## config.mk

```make
export PLATFORM = sky130hd
export DESIGN_NAME = spi_slave_n
export DESIGN_NICKNAME = d
export VERILOG_FILES = /design/src/rtl/spi_pkg.sv /design/src/rtl/spi_sync.sv /design/src/rtl/spi_slave_n.sv
export SDC_FILE = /design/constraint.sdc
export NUM_CORES = 1
export LEC_CHECK = 0
export CAP_MARGIN = 20
export CORE_UTILIZATION = 35
export CTS_BUF_LIST = sky130_fd_sc_hd__clkbuf_2
export CTS_CLUSTER_SIZE = 10
export DETAILED_ROUTE_END_ITERATION = 7
export MAX_ROUTING_LAYER = met4
export PLACE_DENSITY = 0.63
export SKIP_LAST_GASP = 1
export SLEW_MARGIN = 5
export SYNTH_ARGS = -nofsm -noshare
export SYNTH_HDL_FRONTEND = slang
export SYNTH_HIERARCHICAL = 1
export SYNTH_SLANG_ARGS = --single-unit
```

## constraint.sdc

```tcl
create_clock -name clk -period 1.8 [get_ports clk]
set_clock_uncertainty 0.15 [all_clocks]
set_input_delay 0.36 -clock clk [delete_from_list [all_inputs] [get_ports clk]]
set_output_delay 0.36 -clock clk [all_outputs]
set_load 0.03 [all_outputs]
```

## src/rtl/spi_pkg.sv

```systemverilog
// Shared types and constants for the SPI slave.
// Modes are encoded as {CPOL, CPHA}.
package spi_pkg;

    typedef enum logic {
        IDLE  = 1'b0,
        SHIFT = 1'b1
    } spi_state_t;

    localparam logic [1:0] MODE0 = 2'b00;
    localparam logic [1:0] MODE1 = 2'b01;
    localparam logic [1:0] MODE2 = 2'b10;
    localparam logic [1:0] MODE3 = 2'b11;

endpackage

```

## src/rtl/spi_sync.sv

```systemverilog
// Two-flop synchronizer with a third register for edge detection.
// Edges are reported while stage 2 and stage 3 disagree.
module spi_sync #(
    parameter logic RST_VAL = 1'b0
) (
    input  logic clk,
    input  logic rst,
    input  logic din,
    output logic dout,
    output logic rise,
    output logic fall
);

    logic s1;
    logic s2;
    logic s3;

    always_ff @(posedge clk) begin
        if (rst) begin
            s1 <= RST_VAL;
            s2 <= RST_VAL;
            s3 <= RST_VAL;
        end else begin
            s1 <= din;
            s2 <= s1;
            s3 <= s2;
        end
    end

    assign dout = s2;
    assign rise = s2 & ~s3;
    assign fall = ~s2 & s3;

endmodule

```

## src/rtl/spi_slave_n.sv

```systemverilog
// SPI slave, all four modes, WIDTH-bit words, oversampled on clk.
// Transmit side uses a one-word holding register ahead of the shifter.
module spi_slave_n
    import spi_pkg::*;
#(
    parameter int WIDTH     = 8,
    parameter int CPOL      = 1,
    parameter int CPHA      = 1,
    parameter int MSB_FIRST = 1
) (
    input  logic             clk,
    input  logic             rst,
    input  logic             sclk,
    input  logic             mosi,
    input  logic             ss,
    output logic             miso,
    output logic             miso_oe,
    output logic [WIDTH-1:0] rx_data,
    output logic             rx_valid,
    input  logic [WIDTH-1:0] tx_data,
    input  logic             tx_load,
    output logic             tx_ready,
    output logic             frame_err,
    output logic             tx_underrun
);

    localparam logic [1:0] MODE = {CPOL != 0, CPHA != 0};
    localparam logic SAMPLE_RISE = (MODE == MODE0) || (MODE == MODE3);
    localparam int CW = $clog2(WIDTH);
    localparam logic [CW-1:0] LAST = CW'(WIDTH - 1);
    localparam int TX_BIT = (MSB_FIRST != 0) ? WIDTH - 1 : 0;

    spi_state_t state;
    spi_state_t state_nxt;

    logic sclk_lvl;
    logic sclk_rise;
    logic sclk_fall;
    logic mosi_sync;
    logic mosi_rise;
    logic mosi_fall;
    logic ss_sync;
    logic ss_rise;
    logic ss_fall;
    logic unused_sync;

    logic [CW-1:0]    cnt;
    logic [WIDTH-1:0] rx_sr;
    logic [WIDTH-1:0] rx_next;
    logic [WIDTH-1:0] tx_sr;
    logic [WIDTH-1:0] tx_next;
    logic [WIDTH-1:0] hold;
    logic             word_done;

    logic in_shift;
    logic abort;
    logic do_sample;
    logic do_shift;
    logic word_start;
    logic advance;
    logic load_ok;

    spi_sync #(.RST_VAL(CPOL != 0)) u_sclk (
        .clk  (clk),
        .rst  (rst),
        .din  (sclk),
        .dout (sclk_lvl),
        .rise (sclk_rise),
        .fall (sclk_fall)
    );

    spi_sync #(.RST_VAL(1'b0)) u_mosi (
        .clk  (clk),
        .rst  (rst),
        .din  (mosi),
        .dout (mosi_sync),
        .rise (mosi_rise),
        .fall (mosi_fall)
    );

    spi_sync #(.RST_VAL(1'b1)) u_ss (
        .clk  (clk),
        .rst  (rst),
        .din  (ss),
        .dout (ss_sync),
        .rise (ss_rise),
        .fall (ss_fall)
    );

    assign unused_sync = ^{sclk_lvl, mosi_rise, mosi_fall};

    assign in_shift  = (state == SHIFT);
    assign abort     = in_shift & ss_rise;
    assign do_sample = in_shift & ~ss_rise
                     & (SAMPLE_RISE ? sclk_rise : sclk_fall);
    assign do_shift  = in_shift & ~ss_rise
                     & (SAMPLE_RISE ? sclk_fall : sclk_rise);

    // CPHA=0 must present bit 0 before the first sample edge.
    assign word_start = (CPHA == 0)
                      ? ((state == IDLE) & ss_fall)
                      : (do_shift & (cnt == '0));
    assign advance    = do_shift & ~word_start;
    assign load_ok    = tx_load & (tx_ready | word_start);

    assign rx_next = (MSB_FIRST != 0)
                   ? {rx_sr[WIDTH-2:0], mosi_sync}
                   : {mosi_sync, rx_sr[WIDTH-1:1]};
    assign tx_next = (MSB_FIRST != 0)
                   ? {tx_sr[WIDTH-2:0], 1'b0}
                   : {1'b0, tx_sr[WIDTH-1:1]};

    assign miso_oe = ~ss_sync;
    assign miso    = miso_oe & tx_sr[TX_BIT];

    always_ff @(posedge clk) begin
        if (rst) begin
            state <= IDLE;
        end else begin
            state <= state_nxt;
        end
    end

    always_comb begin
        state_nxt = state;
        unique case (state)
            IDLE:    if (ss_fall) state_nxt = SHIFT;
            SHIFT:   if (ss_rise) state_nxt = IDLE;
            default: state_nxt = IDLE;
        endcase
    end

    always_ff @(posedge clk) begin
        if (rst) begin
            cnt         <= '0;
            rx_sr       <= '0;
            tx_sr       <= '0;
            hold        <= '0;
            tx_ready    <= 1'b1;
            rx_data     <= '0;
            rx_valid    <= 1'b0;
            word_done   <= 1'b0;
            frame_err   <= 1'b0;
            tx_underrun <= 1'b0;
        end else begin
            rx_valid    <= word_done;
            word_done   <= 1'b0;
            frame_err   <= 1'b0;
            tx_underrun <= 1'b0;

            if (word_done) begin
                rx_data <= rx_sr;
            end

            if (abort) begin
                cnt       <= '0;
                rx_sr     <= '0;
                frame_err <= (cnt != '0);
            end else if (do_sample) begin
                rx_sr <= rx_next;
                if (cnt == LAST) begin
                    cnt       <= '0;
                    word_done <= 1'b1;
                end else begin
                    cnt <= cnt + 1'b1;
                end
            end

            // An empty holding register sends a zero word.
            if (abort) begin
                tx_sr <= '0;
            end else if (word_start) begin
                tx_sr       <= tx_ready ? '0 : hold;
                tx_underrun <= tx_ready;
            end else if (advance) begin
                tx_sr <= tx_next;
            end

            if (load_ok) begin
                hold     <= tx_data;
                tx_ready <= 1'b0;
            end else if (word_start) begin
                tx_ready <= 1'b1;
            end
        end
    end

endmodule

```

==> qor.csv <==
stage,metric,value,unit
grt,first-pass GRT wire length,6310,um
grt,initial antenna violation count,0,
cts,worst-skew pair later-pin latency,0.41,ns
drt,Iter 0 DRT Violations,39,
cts,number of buffers created by CTS,5,
setup_path,CP Class,flip-flop to output pin,
pwr,power per cell area,704,nW/um2
grt,total track usage,14.0,%
cts,clk buf depth,2,
pwr,switching part of the total,23.6,%
setup_path,CP startpoint kind,flip-flop,
pwr,clock power share,24.3,%
pwr,worst vdd ir,0.460,mV
setup_path,CP required,1.29,ns
cells_and_area,Area Overhead vs Synth,23.1,%
setup_path,CP bufs+invs,1,
pwr,Leak,0.000934,uW
floorplanning,# rows,26,
pwr,power share of the combinational group,8.6,%
run_status,status,"finished, final reports clean",
floorplanning,Ports,28,
synth,Syn Inst Count,201,
drt,WL/cell,10.9,um
cts,CTS hold repair buffers,0,
timing,final-report max-slew violation count,0,
grt,number of global-route vias before repair,1425,
floorplanning,core area,5200,um2
timing,RSZ-0062 raised after global routing,false,
synth,"Warnings, synthesis",6,
cells_and_area,ANT cells,0,
timing,final hold violation count,0,
placement,routability cong.,0.748,
drt,highest metal used,met4,
timing,setup ws final,0.0968,ns
floorplanning,die width,76.3,um
timing,Worst slew margin,67.8,%
cts,TritonCTS clock tree,built,
hold_path,min-delay worst type,flip-flop to flip-flop,
placement,# port buffers,27,
setup_path,Critical Path Max Stage Delay,0.40,ns
drt,metal2 WL,1420,um
setup_path,WP data arrival,1.19,ns
floorplanning,die area,5820,um2
pwr,Pint,1280,uW
cts,clock root buffer,clkbuf_2,
drt,met3 routed WL,105,um
setup_path,worst-path maximum fanout,2,
drt,drt drc,0,
floorplanning,Starting Density,37.1,%
timing,period utilization,94.6,%
cells_and_area,nets,255,
drt,Final ANT Viol Nets,0,
pwr,net switching power,394,uW
timing,Worst-Margin Slew,0.482,ns
synth,synthesized area,1930,um2
setup_path,Critical Path Sink Type,output pin,
cells_and_area,Finished Core Util,45.6,%
synth,synthesized area per cell,9.60,um2
cells_and_area,share of post-route cells with drive strength above 1,11.7,%
timing,final setup TNS,0,ns
run,max cap viols,0,
placement,pre-CTS WS,0.00343,ns
cts,CTS Sinks,49,
drt,vias,1398,
setup_path,CP Cell Sequence,dlygate4sd2_1,
pwr,sequential group share of total power,67.1,%
grt,largest net degree at the start of global routing,21,
cts,clk slew on worst S/H paths,0.23,ns
grt,"Remaining Overflow, GRT",0,
setup_path,"CP delay by family, top",buffers and inverters,
drt,WL met1,1780,um
setup_path,critical path's slowest cell,dlygate4sd2_1,
floorplanning,chip height,76.3,um
timing,hold_ws,0.288,ns
drt,router iterations before antenna repair,6,
cts,H-tree depth,2,
synth,synthesized net count,218,
placement,dpl hpwl,2440,um
timing,fmax,0.587,GHz
pwr,Power Total,1670,uW
drt,vias per inst,4.52,
timing,post-layout min period,1.70,ns
timing,final setup vio count,0,
drt,final WL,3370,um
flip-flops by register name (all words and copies together) (netlist names), 3 cells and up:
name	flops
cnt	3
rx_data	8
hold	8
tx_sr	8
rx_sr	8
cell usage in the layout, fill, tap and decap left out, types with 7 or more instances in the layout:
master,count
dlygate4sd2_1,7
dfxtp_1,48
nand2_1,22
nand2b_1,18
clkbuf_2,8
mux2i_1,16
clkdlybuf4s50_1,13
a21oi_1,21
buf_4,13
nor2_1,17
a211oi_1,7
metrics by stage:
stage / instances / area [um2]
after floorplan: 201 / 1930
after global placement: 300 / 2330
after detailed placement: 300 / 2330
after CTS: 308 / 2350
after global routing: 309 / 2380
final: 309 / 2380
timing repair:
item,CTS,global route
endpoints found under the setup margin,14,17
buffers inserted,0,1
resized for setup,14,13
pin swaps,0,1
worst paths after layout:
| kind | start | to | slack, ns | depth (start not counted) |
|---|---|---|---|---|
| min | u_sclk/s1$_SDFF_PP1_ | u_sclk/dout$_SDFF_PP1_ | 0.29 | 1 |
| max reg2reg | cnt[0]$_SDFFE_PP0P_ | tx_sr[7]$_SDFFE_PP0P_ | 0.16 | 6 |
| min reg2reg | u_sclk/s1$_SDFF_PP1_ | u_sclk/dout$_SDFF_PP1_ | 0.29 | 1 |
| max | rx_data[4]$_SDFFE_PP0P_ | rx_data[4] | 0.1 | 1 |
layout make-up:
| class | instances | area (um2) |
|---|---|---|
| fill | 519 | 2830 |
| sequential | 49 | 982 |
| multi-input combinational | 138 | 893 |
| timing repair buffer | 41 | 364 |
| tap | 70 | 87.6 |
| clock buffer | 5 | 25.0 |
| clock inverter | 3 | 12.5 |
| inverter | 3 | 11.3 |
power groups by stage:
| stage | clock network [uW] | registers [uW] | logic [uW] |
|---|---|---|---|
| final | 406 | 1120 | 143 |
| after global routing | 487 | 1130 | 158 |
| after CTS | 427 | 1120 | 137 |
| after detailed placement | 0 | 1140 | 139 |
| after global placement | 0 | 1140 | 137 |
| after floorplan | 0 | 1140 | 74.0 |
routing by layer:
layer / track usage (%) / up-vias
li1: - / 752
met1: 17.2 / 611
met2: 21.2 / 27
met3: 3.23 / 8
met4: 7.50 / 0
met5: - / -
(Power assumes the default switching activity.)
